==> config.mk <==
export PLATFORM = sky130hd
export DESIGN_NAME = bcd_stopwatch_scan
export DESIGN_NICKNAME = d
export VERILOG_FILES = /design/src/rtl/bcd_stopwatch_scan.sv
export SDC_FILE = /design/constraint.sdc
export NUM_CORES = 1
export LEC_CHECK = 0
export ABC_AREA = 1
export CORE_ASPECT_RATIO = 0.8
export CORE_MARGIN = 2
export CORE_UTILIZATION = 25
export CTS_CLUSTER_SIZE = 28
export DETAILED_ROUTE_END_ITERATION = 7
export GPL_ROUTABILITY_DRIVEN = 1
export PLACE_DENSITY = 0.43
export SYNTH_ARGS = -nofsm -noshare
export SYNTH_HDL_FRONTEND = slang
export SYNTH_SLANG_ARGS = --single-unit
==> constraint.sdc <==
create_clock -name clk_wiz -period 2.35 [get_ports clk_wiz]
set_input_delay 0.47 -clock clk_wiz [delete_from_list [all_inputs] [get_ports clk_wiz]]
set_output_delay 0.47 -clock clk_wiz [all_outputs]
set_load 0.02 [all_outputs]
==> src/rtl/bcd_stopwatch_scan.sv <==
// BCD stopwatch with per-digit 0..9 / 0..5 wrap and a scanned digit output.
// Build option: define BLANK_LZ_EN to blank leading zeros on the scan output.
module bcd_stopwatch_scan #(
    parameter int         NUM_DIGITS = 4,
    parameter int         TICK_DIV   = 1_000_000,
    parameter int         SCAN_DIV   = 10_000,
    parameter logic [7:0] SEXA_MASK  = 8'h04
) (
    input  logic                    clk_wiz,
    input  logic                    rst,
    input  logic                    start,
    input  logic                    stop,
    input  logic                    clear,
    input  logic                    load,
    input  logic [4*NUM_DIGITS-1:0] load_val,
    output logic [4*NUM_DIGITS-1:0] bcd_out,
    output logic                    running,
    output logic                    ovf,
    output logic [2:0]              an,
    output logic [3:0]              d
);

    localparam int BW = 4 * NUM_DIGITS;
    localparam int PW = (TICK_DIV > 1) ? $clog2(TICK_DIV) : 1;
    localparam int SW = (SCAN_DIV > 1) ? $clog2(SCAN_DIV) : 1;

    logic [BW-1:0] bcd_q, bcd_d;
    logic [BW-1:0] inc_val, clamp_val;
    logic [PW-1:0] presc_q, presc_d;
    logic          run_q, run_d;
    logic          ovf_q, ovf_d;
    logic          all_max;
    logic          tick;

    logic [SW-1:0] scan_q, scan_d;
    logic [2:0]    slot_q, slot_d;
    logic [2:0]    an_q;
    logic [3:0]    d_q, d_d;
    logic [3:0]    sel;

    function automatic logic [3:0] digit_max(input int i);
        return SEXA_MASK[i] ? 4'd5 : 4'd9;
    endfunction

    assign tick = run_q && (presc_q == PW'(TICK_DIV - 1));

    // Cascaded increment and load clamping, one nibble at a time.
    always_comb begin
        logic [3:0] cur;
        logic [3:0] mx;
        logic       carry;
        inc_val   = bcd_q;
        clamp_val = load_val;
        carry     = 1'b1;
        for (int i = 0; i < NUM_DIGITS; i++) begin
            cur = bcd_q[4*i +: 4];
            mx  = digit_max(i);
            if (carry)
                inc_val[4*i +: 4] = (cur == mx) ? 4'd0 : cur + 4'd1;
            carry = carry && (cur == mx);
            if (load_val[4*i +: 4] > mx)
                clamp_val[4*i +: 4] = mx;
        end
        all_max = carry;
    end

    // Control priority: clear, then load, then stop, then start, then tick.
    always_comb begin
        bcd_d   = bcd_q;
        presc_d = presc_q;
        run_d   = run_q;
        ovf_d   = 1'b0;
        if (clear) begin
            bcd_d   = '0;
            presc_d = '0;
        end else if (load) begin
            bcd_d   = clamp_val;
            presc_d = '0;
        end else begin
            if (stop)
                run_d = 1'b0;
            else if (start)
                run_d = 1'b1;
            if (tick) begin
                bcd_d   = inc_val;
                ovf_d   = all_max;
                presc_d = '0;
            end else if (run_q) begin
                presc_d = presc_q + 1'b1;
            end
        end
    end

    // Counting state registers.
    always_ff @(posedge clk_wiz) begin
        if (rst) begin
            bcd_q   <= '0;
            presc_q <= '0;
            run_q   <= 1'b0;
            ovf_q   <= 1'b0;
        end else begin
            bcd_q   <= bcd_d;
            presc_q <= presc_d;
            run_q   <= run_d;
            ovf_q   <= ovf_d;
        end
    end

    // Free-running scan divider and slot sequencer.
    always_comb begin
        scan_d = scan_q + 1'b1;
        slot_d = slot_q;
        if (scan_q == SW'(SCAN_DIV - 1)) begin
            scan_d = '0;
            slot_d = (slot_q == 3'(NUM_DIGITS - 1)) ? 3'd0 : slot_q + 3'd1;
        end
    end

    // Digit selected by the current slot.
    always_comb begin
        sel = 4'd0;
        for (int i = 0; i < NUM_DIGITS; i++) begin
            if (slot_q == 3'(i))
                sel = bcd_q[4*i +: 4];
        end
    end

`ifdef BLANK_LZ_EN
    // Blank the slot when it and every more-significant digit is zero.
    always_comb begin
        logic upz;
        logic blank;
        upz   = 1'b1;
        blank = 1'b0;
        for (int i = NUM_DIGITS - 1; i >= 0; i--) begin
            upz = upz && (bcd_q[4*i +: 4] == 4'd0);
            if (slot_q == 3'(i))
                blank = upz && (i != 0);
        end
        d_d = blank ? 4'hF : sel;
    end
`else
    // Show the selected digit unmodified.
    always_comb begin
        d_d = sel;
    end
`endif

    // Scan state and registered display outputs.
    always_ff @(posedge clk_wiz) begin
        if (rst) begin
            scan_q <= '0;
            slot_q <= 3'd0;
            an_q   <= 3'd0;
            d_q    <= 4'd0;
        end else begin
            scan_q <= scan_d;
            slot_q <= slot_d;
            an_q   <= slot_q;
            d_q    <= d_d;
        end
    end

    assign bcd_out = bcd_q;
    assign running = run_q;
    assign ovf     = ovf_q;
    assign an      = an_q;
    assign d       = d_q;

endmodule

==> reports/qor.csv <==
metric;value;unit
DR vias;3254;
r2r setup slk;0.55;ns
fin nets;585;
Root Driver;clkbuf_16;
Slew Limit Fails;0;
Mapped Area;0.00338;sq mm
Worst Path Max Fanout;9;
Seq/Total Area, Yosys;0.367;
Power Density;635;mW/mm^2
area leader, netlist;dfxtp_1;
full die area;0.0145;sq mm
HPWL after DPL;6.78;mm
# hold bufs at CTS;0;
Top delay family on crit path;buffers and inverters;
end-of-flow core utilization;0.334;
# resized after CTS;0;
overall routing resource usage;0.135;
top-area cell type share of the netlist area;0.367;
unrepaired setup endpoints after global routing;false;
synth warn;0;
slew margin rel.;0.778;
Sw Ratio;0.226;
CP max stage delay;0.69;ns
FMAX;0.499;GHz
skew final;0.00796;ns
largest net degree at the start of global routing;23;
total clock sinks;62;
P_int;2.15;mW
CTS max path bufs;2;
grt total ovfl;0;
Wirelength per Cell;12.2;microns
Setup Buffers After CTS;0;
Worst Path Required;1.88;ns
Setup crit start kind;flop;
Core Footprint;0.0131;sq mm
Least-Margin Pin Slew;0.333;ns
iteration count of the initial detailed-routing pass;4;
most frequent cell after synthesis;nand2_1;
first-pass GRT wire length;15.4;mm
Post-Syn Nets;534;
Ant. Diodes;0;
DRC viols;0;
via/cell ratio;4.42;
DRT antenna net count;0;
die width;134;microns
H-tree depth;3;
CTS tree;built;
commonest cells in the netlist;114 x nand2_1, 85 x nor2_1, 62 x dfxtp_1, 55 x inv_1, 42 x nand3_1;
CP Class;reg2out;
Area contributors post-synth;dfxtp_1 37%, nand2_1 13%, nor2_1 9.4%, nand3_1 6.2%, inv_1 6.1%;
Clock Power Share;0.533;
combinational share of power;0.075;
Crit. End Element;primary output;
Post-Synthesis Cells;506;
NetSw;0.627;mW
drt initial violations;181;
initial antenna violation count;0;
predominant post-synthesis flop cell;dfxtp_1;
min-delay worst type;reg2reg;
Rows;37;
Area Overhead vs Synth;29.0;%
Synth cell types;39;
Post-synth EDFFs;0;
vias in the first global route;3151;
crit share post-route;0.853;
drt total wl;9.01;mm
Num CTS Buffers;9;
syn avg cell area;6.69;sq um
maximum VDD drop;339;uV
status;complete, no violations;
Clock Pin Slew Worst Setup and Hold Paths;0.05;ns
synthesized flop and latch total;62;
final setup fails;0;
CP cell instances;clkdlybuf4s50_1;
Starting Density;0.259;
MaxCap Viol Count;0;
Chip Height;108;microns
power share of the sequential group;0.392;
leak pwr;1.62;nW
Max stage delay cell, worst path;clkdlybuf4s50_1;
fin crit period;2.00;ns
# IOs;47;
setup TNS;0;ns
final hold violation count;0;
Worst-Skew Late Latency;0.34;ns
Worst EP arrival;1.53;ns
Worst Path Buf+Inv;1;
ratio of cells with drive above 1 in the final layout;0.0765;
async set-or-reset flop fraction in the synthesized netlist;0;
Port Buffers;46;
Placer Congestion;0.820;
[placed cells by master (no fill, tap or decap), types with 2 or more instances in the layout]
| master | n |
|---|---|
| inv_1 | 55 |
| a31oi_1 | 2 |
| dfxtp_1 | 62 |
| nand2_2 | 5 |
| inv_2 | 2 |
| bufinv_16 | 2 |
| xor2_1 | 12 |
| nand4_1 | 10 |
| clkbuf_16 | 9 |
| nor3_1 | 10 |
| nand2_1 | 114 |
| nand3b_1 | 4 |
| buf_4 | 6 |
| o21ai_0 | 24 |
| xnor2_1 | 3 |
| nor2_4 | 2 |
| clkdlybuf4s50_1 | 46 |
| clkbuf_8 | 2 |
| nor2_1 | 85 |
| nor3b_1 | 3 |
| nor2_2 | 4 |
| nand3_1 | 42 |
| ha_1 | 6 |
| a21oi_1 | 34 |
[per-layer routing]
layer	share of wire	GRT usage	up-vias
met1	0.51	0.180	1448
met2	0.43	0.209	71
met4	0.011	0.0444	0
met5	0	0	-
li1	-	-	1726
met3	0.051	0.0389	9
[stage by stage]
step | hold slack, ns | setup WS (ns) | cell area, sq um | std cells | power, mW
2_1_floorplan | 0.417 | 0.833 | 3380 | 506 | 1.23
3_3_place_gp | 0.435 | 0.317 | 4030 | 721 | 1.32
3_5_place_dp | 0.440 | 0.312 | 4030 | 721 | 1.32
4_1_cts | 0.453 | 0.330 | 4370 | 737 | 2.82
5_1_grt | 0.469 | 0.284 | 4370 | 737 | 2.88
6_report | 0.442 | 0.346 | 4370 | 737 | 2.77
[final timing paths]
kind,start,endpoint,cells past startpoint
setup / recovery,bcd_out[0],bcd_out[0],1
hold / removal,scan_q[0],scan_q[0],1
setup reg to reg,presc_q[0],bcd_out[8],8
hold reg to reg,scan_q[0],scan_q[0],1
[kinds of logic (layout without fill, tap and decap cells)]
logic type | Yosys count | in the layout | synth area share
XOR/XNOR | 15 | 15 | 0.0388
buffers and inverters | 70 | 126 | 0.0876
adder cells (fa/ha/maj) | 6 | 6 | 0.0222
flip-flops | 62 | 62 | 0.367
AO/OA/AOI/OAI | 68 | 68 | 0.108
AND/OR/NAND/NOR | 285 | 285 | 0.376
[flip-flops by register name, indices dropped and copies added (netlist names)]
| register | count |
|---|---|
| ovf | 1 |
| presc_q | 20 |
| scan_q | 14 |
| bcd_out | 16 |
| d | 4 |
| an | 3 |
| slot_q | 3 |
| running | 1 |
[power by group through the flow]
stage	Clock [mW]	Combinational (mW)	Sequential [mW]
3_5_place_dp	0	0.208	1.11
5_1_grt	1.56	0.233	1.09
2_1_floorplan	0	0.113	1.11
6_report	1.48	0.207	1.09
3_3_place_gp	0	0.208	1.11
4_1_cts	1.52	0.209	1.09
[cell type report]
type	count	area, sq um
tap	175	219
clock buffer	11	253
multi-input combinational	374	1850
clock inverter	5	81.3
sequential	62	1240
fill	1418	8690
timing repair buffer	52	505
inverter	58	220
Power figures use the tool's default switching activity.
